### src/rtl/drive_arbiter.sv
// Motor drive command arbiter: safety override, auto/manual selection, dwell, reversal gap, valid/ready output.
// Define DRIVE_ARB_MANUAL_EN to build the IR-remote manual path and its timeout counter.
//
// state  | meaning
// IDLE   | safety stop or bot disabled, output forced Stop
// AUTO   | autonomous command owns the output
// MANUAL | latched IR command owns the output until timeout
// GAP    | forced Stop between left/right reversal, then back to originating state
module drive_arbiter #(
    parameter int MIN_DWELL      = 2_500_000,
    parameter int GAP_CYCLES     = 1_250_000,
    parameter int MANUAL_TIMEOUT = 50_000_000
) (
    input  logic       clk,
    input  logic       reset,
    input  logic       enable,
    input  logic       estop,
    input  logic [2:0] auto_command,
    input  logic       auto_valid,
    input  logic [2:0] manual_command,
    input  logic       manual_valid,
    input  logic       drive_ready,
    output logic [2:0] drive_command,
    output logic       drive_valid,
    output logic [1:0] source,
    output logic       manual_active
);
    localparam int DW_W  = $clog2(MIN_DWELL + 1);
    localparam int GAP_W = $clog2(GAP_CYCLES + 1);
    localparam logic [DW_W-1:0]  DWELL_SAT = DW_W'(MIN_DWELL);
    localparam logic [GAP_W-1:0] GAP_SAT   = GAP_W'(GAP_CYCLES);
    localparam logic [GAP_W-1:0] GAP_LAST  = GAP_W'(GAP_CYCLES - 1);
    localparam logic [2:0]       STOP      = 3'd0;

    typedef enum logic [1:0] {IDLE, AUTO, MANUAL, GAP} state_t;

    state_t            state, state_nxt, mode;
    logic              ret_manual, ret_manual_nxt;
    logic [2:0]        man_latch, latch_nxt;
    logic [2:0]        cmd_nxt, target, auto_target;
    logic              valid_nxt;
    logic [DW_W-1:0]   dwell_cnt;
    logic [GAP_W-1:0]  gap_cnt;
    logic              dwell_clr, gap_clr, tmo_clr;
    logic              man_pulse, tmo_done, safety, gap_done;

    function automatic logic [2:0] norm_cmd(input logic [2:0] c);
        return (c > 3'd5) ? STOP : c;
    endfunction

    function automatic logic is_left(input logic [2:0] c);
        return (c == 3'd1) || (c == 3'd2);
    endfunction

    function automatic logic is_right(input logic [2:0] c);
        return (c == 3'd4) || (c == 3'd5);
    endfunction

    assign safety      = estop | ~enable;
    assign auto_target = auto_valid ? norm_cmd(auto_command) : STOP;
    assign gap_done    = (gap_cnt == GAP_LAST);

`ifdef DRIVE_ARB_MANUAL_EN
    localparam int TMO_W = $clog2(MANUAL_TIMEOUT + 1);
    localparam logic [TMO_W-1:0] TMO_SAT  = TMO_W'(MANUAL_TIMEOUT);
    localparam logic [TMO_W-1:0] TMO_LAST = TMO_W'(MANUAL_TIMEOUT - 1);

    logic [TMO_W-1:0] tmo_cnt;

    always_ff @(posedge clk or posedge reset) begin
        if (reset) begin
            tmo_cnt <= '0;
        end else if (tmo_clr) begin
            tmo_cnt <= '0;
        end else if (state == MANUAL && tmo_cnt != TMO_SAT) begin
            tmo_cnt <= tmo_cnt + TMO_W'(1);
        end
    end

    assign man_pulse     = manual_valid;
    assign tmo_done      = (state == MANUAL) && (tmo_cnt == TMO_LAST);
    assign manual_active = (state == MANUAL) || ((state == GAP) && ret_manual);
`else
    logic unused_manual;
    assign unused_manual = ^{manual_valid, tmo_clr};
    assign man_pulse     = 1'b0;
    assign tmo_done      = 1'b0;
    assign manual_active = 1'b0;
`endif

    // mode is the state acting this cycle: IDLE, timeout and gap exit all evaluate the new owner immediately
    always_comb begin
        state_nxt      = state;
        mode           = state;
        ret_manual_nxt = ret_manual;
        latch_nxt      = man_latch;
        cmd_nxt        = drive_command;
        valid_nxt      = drive_valid & ~drive_ready;
        dwell_clr      = drive_valid & drive_ready;
        gap_clr        = 1'b0;
        tmo_clr        = 1'b0;
        target         = STOP;
        if (safety) begin
            state_nxt      = IDLE;
            ret_manual_nxt = 1'b0;
            latch_nxt      = STOP;
            dwell_clr      = 1'b1;
            gap_clr        = 1'b1;
            tmo_clr        = 1'b1;
            if (drive_command != STOP) begin
                cmd_nxt   = STOP;
                valid_nxt = 1'b1;
            end
        end else begin
            case (state)
                IDLE:    mode = AUTO;
                AUTO:    mode = AUTO;
                MANUAL:  mode = tmo_done ? AUTO : MANUAL;
                GAP:     mode = gap_done ? (ret_manual ? MANUAL : AUTO) : GAP;
                default: mode = IDLE;
            endcase
            if (man_pulse) begin
                latch_nxt = norm_cmd(manual_command);
                tmo_clr   = 1'b1;
                if (mode == GAP) ret_manual_nxt = 1'b1;
                else             mode = MANUAL;
            end
            state_nxt = mode;
            if (mode == AUTO)        target = auto_target;
            else if (mode == MANUAL) target = latch_nxt;
            if ((mode == AUTO || mode == MANUAL) && !drive_valid && target != drive_command) begin
                if ((is_left(target) && is_right(drive_command)) ||
                    (is_right(target) && is_left(drive_command))) begin
                    state_nxt      = GAP;
                    ret_manual_nxt = (mode == MANUAL);
                    gap_clr        = 1'b1;
                    cmd_nxt        = STOP;
                    valid_nxt      = 1'b1;
                end else if (target == STOP || drive_command == STOP || dwell_cnt >= DWELL_SAT) begin
                    cmd_nxt   = target;
                    valid_nxt = 1'b1;
                end
            end
        end
    end

    always_ff @(posedge clk or posedge reset) begin
        if (reset) begin
            state         <= IDLE;
            ret_manual    <= 1'b0;
            man_latch     <= STOP;
            drive_command <= STOP;
            drive_valid   <= 1'b0;
            dwell_cnt     <= '0;
            gap_cnt       <= '0;
        end else begin
            state         <= state_nxt;
            ret_manual    <= ret_manual_nxt;
            man_latch     <= latch_nxt;
            drive_command <= cmd_nxt;
            drive_valid   <= valid_nxt;
            if (dwell_clr) begin
                dwell_cnt <= '0;
            end else if (dwell_cnt != DWELL_SAT) begin
                dwell_cnt <= dwell_cnt + DW_W'(1);
            end
            if (gap_clr) begin
                gap_cnt <= '0;
            end else if (state == GAP && gap_cnt != GAP_SAT) begin
                gap_cnt <= gap_cnt + GAP_W'(1);
            end
        end
    end

    always_comb begin
        source = 2'd0;
        case (state)
            AUTO:    source = 2'd1;
            MANUAL:  source = 2'd2;
            GAP:     source = 2'd3;
            default: source = 2'd0;
        endcase
    end
endmodule

### config.mk
export PLATFORM = sky130hd
export DESIGN_NAME = drive_arbiter
export DESIGN_NICKNAME = d
export VERILOG_FILES = /design/src/rtl/drive_arbiter.sv
export SDC_FILE = /design/constraint.sdc
export NUM_CORES = 1
export LEC_CHECK = 0
export BUFFER_PORTS_ARGS = -buffer_cell sky130_fd_sc_hd__buf_4
export CAP_MARGIN = 20
export CORE_AREA = 5 5 58 99
export CTS_CLUSTER_DIAMETER = 150
export CTS_CLUSTER_SIZE = 12
export DETAILED_ROUTE_END_ITERATION = 7
export DIE_AREA = 0 0 63 104
export GPL_ROUTABILITY_DRIVEN = 0
export PLACE_DENSITY = 0.89
export REMOVE_ABC_BUFFERS = 1
export SETUP_SLACK_MARGIN = 0.4
export SLEW_MARGIN = 20
export SYNTH_ARGS = -nofsm -noshare
export SYNTH_HDL_FRONTEND = slang
export SYNTH_SLANG_ARGS = --single-unit
export TNS_END_PERCENT = 10
### constraint.sdc
create_clock -name clk -period 6.15 [get_ports clk]
set_input_delay 1.5375 -clock clk [delete_from_list [all_inputs] [get_ports clk]]
set_output_delay 1.5375 -clock clk [all_outputs]
set_load 0.005 [all_outputs]
==> run summary <==
The flow ran to the end, and the final reports show no timing, DRC or antenna violations. Setup repair after global routing left no endpoint under its margin. The fraction of final layout cells sized beyond drive strength 1 is 0.0988. The startpoint-to-endpoint class of the critical path is reg2reg. The clock tree skew after final layout came out at 0.0152 ns. VDD sags by at most 0.201 mV. The headroom to the max-slew limit is 0.440. The global-route wire length before repair is roughly 9600 um. Yosys mapped a number of flops with a built-in enable equal to 0.

The buffer depth of the longest clock path is 2. Derived from the worst setup path, the maximum achievable clock frequency is between 0.2 and 0.3 GHz. In this run the remaining antenna-violating nets after routing total 0.

The setup slack at placement came out at 2.52 ns. The number of cells on the worst hold path is 2. The commonest cells after synthesis are sky130_fd_sc_hd__nor2_1, sky130_fd_sc_hd__dfrtp_1, sky130_fd_sc_hd__nand2_1. The tree is rooted in a sky130_fd_sc_hd__clkbuf_8. The number of nets in the final layout is roughly 340. The power per standard cell area is 190 nW/um^2. The placed wire-length estimate after detailed placement came out at 3930 um.

The number of core rows came out at 34. The CTS tree is yes. The final setup TNS is 0 ns. The repair_antennas step left the layout with diodes totalling 0. Fill cells in the final layout number just over 400. Clock-pin slew was measured on the worst setup and hold paths at 0.09 ns. The critical path capture point type is a register. The number of clock buffers inserted by TritonCTS came out at 5. The die covers 6550 sq um. Of the available clock period, the critical path in the final layout requires 0.592. Setup violations remaining at the end of the flow were counted as 0. The pin slew with the least headroom to its limit is about 0.84 ns.

The mean area per synthesized cell is 9.04 sq um. The total detailed-routing wirelength came out at approximately 5500 um. The detailed router's first-iteration violation count is 91. The maximum number of pins on one net before global-route repair is 51.

The pre-antenna-repair detailed-routing pass consisted of 4 iterations. Max-cap violations in this run came to 0. The number of hold buffers added after CTS was 0. The number of global-route vias before repair is 2220. The number of gates given a new drive strength after cts is 0.

Clock latency on the worst-skew pair, taken at its later pin, is 0.30 ns. The cell area after placement came out at between 2000 and 3000 sq um. The number of antenna violations at the first check in global routing is 0. The number of pins exceeding their max-slew limit in the final report came out at 0. In this run the number of H-tree levels came out at 2. The maximum fanout along the worst path is 21.

The cell count after synthesis came out at ~310. The total vias in the final route is 2198. The count of synthesis-stage warnings from yosys came out at 0.

The total track usage is 0.174. From left edge to right edge, the die measures between 60 and 70 um. Subtracting the final worst setup slack from the clock period gives approximately 3.6 ns. The worst register-to-register path has a depth of 13.

The min-delay analysis places its worst path in the category reg2reg. Once the clock tree was built, the setup fixing pass inserted 0 buffers. The required time of the critical path came out at 6.30 ns.

The post-synthesis sequential area ratio is 0.442. The region available for standard cell placement spans 4890 sq um. The number of ports placed on the die boundary came out at 20. The number of I/O port buffers came out at 14. The distinct cell type count after synthesis is 49. The most frequently used cell type in the post-synthesis netlist is sky130_fd_sc_hd__nor2_1. The total overflow reported by the global router is 0. In the routed layout, each cell is associated on average with a via count of around 5.8. In this run, synthesis produced a sequential element count of 50. The post-synthesis async set-or-reset flop share came out at 1.00.

The worst endpoint data arrival time came out at 3.79 ns. Across all setup checks in the final design, the least slack found is 2.51 ns. Measured along the y axis, the die boundary spans 104 um. The largest total area in the synthesized netlist belongs to sky130_fd_sc_hd__dfrtp_1.

The number of endpoints with negative hold slack in the final report came out at 0. The synthesized netlist occupies a cell area of 2830 sq um. The utilization after layout came out at 0.623.

In the synthesized netlist the dominant register cell turns out to be sky130_fd_sc_hd__dfrtp_1. By area the synthesized netlist is led by sky130_fd_sc_hd__dfrtp_1, sky130_fd_sc_hd__nor2_1, sky130_fd_sc_hd__xor2_1, sky130_fd_sc_hd__xnor2_1, sky130_fd_sc_hd__nand2_1. The layout-stage area growth over the synthesis result came out at 7.60%. The area of all placed cells without fillers came out at 3050 sq um. In the final routed layout, each cell accounts on average for 14.5 um.

The detailed-route DRC error count is 0. Of the post-synthesis cell area, the dominant cell type holds 0.442. The static power due to leakage came out at 1.23 nW.

The clock net in this run drives a total of 50 sinks. STA classifies the critical path startpoint as a register. For this configuration, the core starts out at a cell density of 0.579.
worst max-delay path: stages (launching register included):
cell and delay (ns):
sky130_fd_sc_hd__dfrtp_1 0.44, sky130_fd_sc_hd__nor4b_1 0.36, sky130_fd_sc_hd__nand4_1 0.18, sky130_fd_sc_hd__nor3_1 0.28
sky130_fd_sc_hd__nand2_1 0.09, sky130_fd_sc_hd__a21boi_0 0.32, sky130_fd_sc_hd__inv_1 0.08, sky130_fd_sc_hd__ha_1 0.23
sky130_fd_sc_hd__nand2_1 0.15, sky130_fd_sc_hd__o41ai_1 0.10, sky130_fd_sc_hd__a2bb2oi_1 0.35, sky130_fd_sc_hd__nand2_1 0.20
sky130_fd_sc_hd__nand2_1 0.58, sky130_fd_sc_hd__nor2_1 0.13
per-stage QoR:
step	hold slack (ns)	cells	total power, mW
finish	0.564	378	0.578
global route	0.594	378	0.600
CTS	0.563	378	0.580
detailed placement	0.531	370	0.381
global placement	0.514	370	0.379
floorplan	0.497	302	0.364
registers in the layout, summed over array words and instances, names as in the netlist:
| register | cells |
|---|---|
| drive_command | 3 |
| drive_valid | 1 |
| dwell_cnt | 22 |
| gap_cnt | 21 |
| ret_manual | 1 |
| state | 2 |
placed cells by master, fill, tap and decap left out, types with 2 or more instances in the layout:
cell	count
sky130_fd_sc_hd__o2bb2ai_1	3
sky130_fd_sc_hd__xor2_1	21
sky130_fd_sc_hd__xnor2_1	20
sky130_fd_sc_hd__nor3_1	7
sky130_fd_sc_hd__nor4_1	3
sky130_fd_sc_hd__buf_4	14
sky130_fd_sc_hd__dfrtp_1	50
sky130_fd_sc_hd__nand2_1	26
sky130_fd_sc_hd__clkbuf_8	6
sky130_fd_sc_hd__and2_1	3
sky130_fd_sc_hd__nor4b_1	3
sky130_fd_sc_hd__nand3b_1	2
sky130_fd_sc_hd__nand3_1	15
sky130_fd_sc_hd__nand4_1	13
sky130_fd_sc_hd__inv_1	18
sky130_fd_sc_hd__or4_1	2
sky130_fd_sc_hd__a21boi_0	2
sky130_fd_sc_hd__mux2i_1	2
sky130_fd_sc_hd__or3_1	2
sky130_fd_sc_hd__nand2b_1	3
sky130_fd_sc_hd__ha_1	6
sky130_fd_sc_hd__a21oi_1	8
sky130_fd_sc_hd__nor2_1	61
sky130_fd_sc_hd__nor2_2	3
sky130_fd_sc_hd__o21ai_0	3
sky130_fd_sc_hd__o31ai_1	2
sky130_fd_sc_hd__or4_4	2
power by group:
part	internal, mW	total [mW]	switching [mW]
combinational	0.0140	0.0393	0.0253
clock	0.0928	0.204	0.111
sequential	0.331	0.335	0.00351
final timing paths:
check	start	to	slack (ns)
worst max-delay path	gap_cnt[15]	gap_cnt[18]	2.51
worst min-delay path	dwell_cnt[18]	dwell_cnt[18]	0.56
worst max register to register	gap_cnt[15]	gap_cnt[18]	2.51
min in group asynchronous	reset	gap_cnt[9]	1.38
worst min register to register	dwell_cnt[18]	dwell_cnt[18]	0.56
max in group asynchronous	reset	gap_cnt[8]	4.27
per-layer routing:
metal  share of wire  track usage  up-vias
met1            0.41        0.198     1091
met5               0            0        -
li1                -            -     1072
met3           0.027       0.0335        7
met4           0.011       0.0728        0
met2            0.55        0.308       28
cell families after synthesis:
kind of cell	Yosys count	synth area share
XOR/XNOR	41	0.127
buffers and inverters	30	0.0455
multiplexers	2	0.00707
AND/OR/NAND/NOR	156	0.279
AO/OA/AOI/OAI	27	0.0716
other	1	0.00132
flip-flops	50	0.442
adder cells (fa/ha/maj)	6	0.0265
cell type report:
| class | count | area [sq um] | share of cell area |
|---|---|---|---|
| Clock buffer | 6 | 82.6 | 0.0271 |
| Timing Repair Buffer | 14 | 105 | 0.0345 |
| Tap cell | 54 | 67.6 | 0.0222 |
| Multi-Input combinational cell | 233 | 1450 | 0.476 |
| Clock inverter | 2 | 16.3 | 0.00534 |
| Inverter | 19 | 72.6 | 0.0238 |
| Sequential cell | 50 | 1250 | 0.411 |
(Power assumes the default switching activity.)
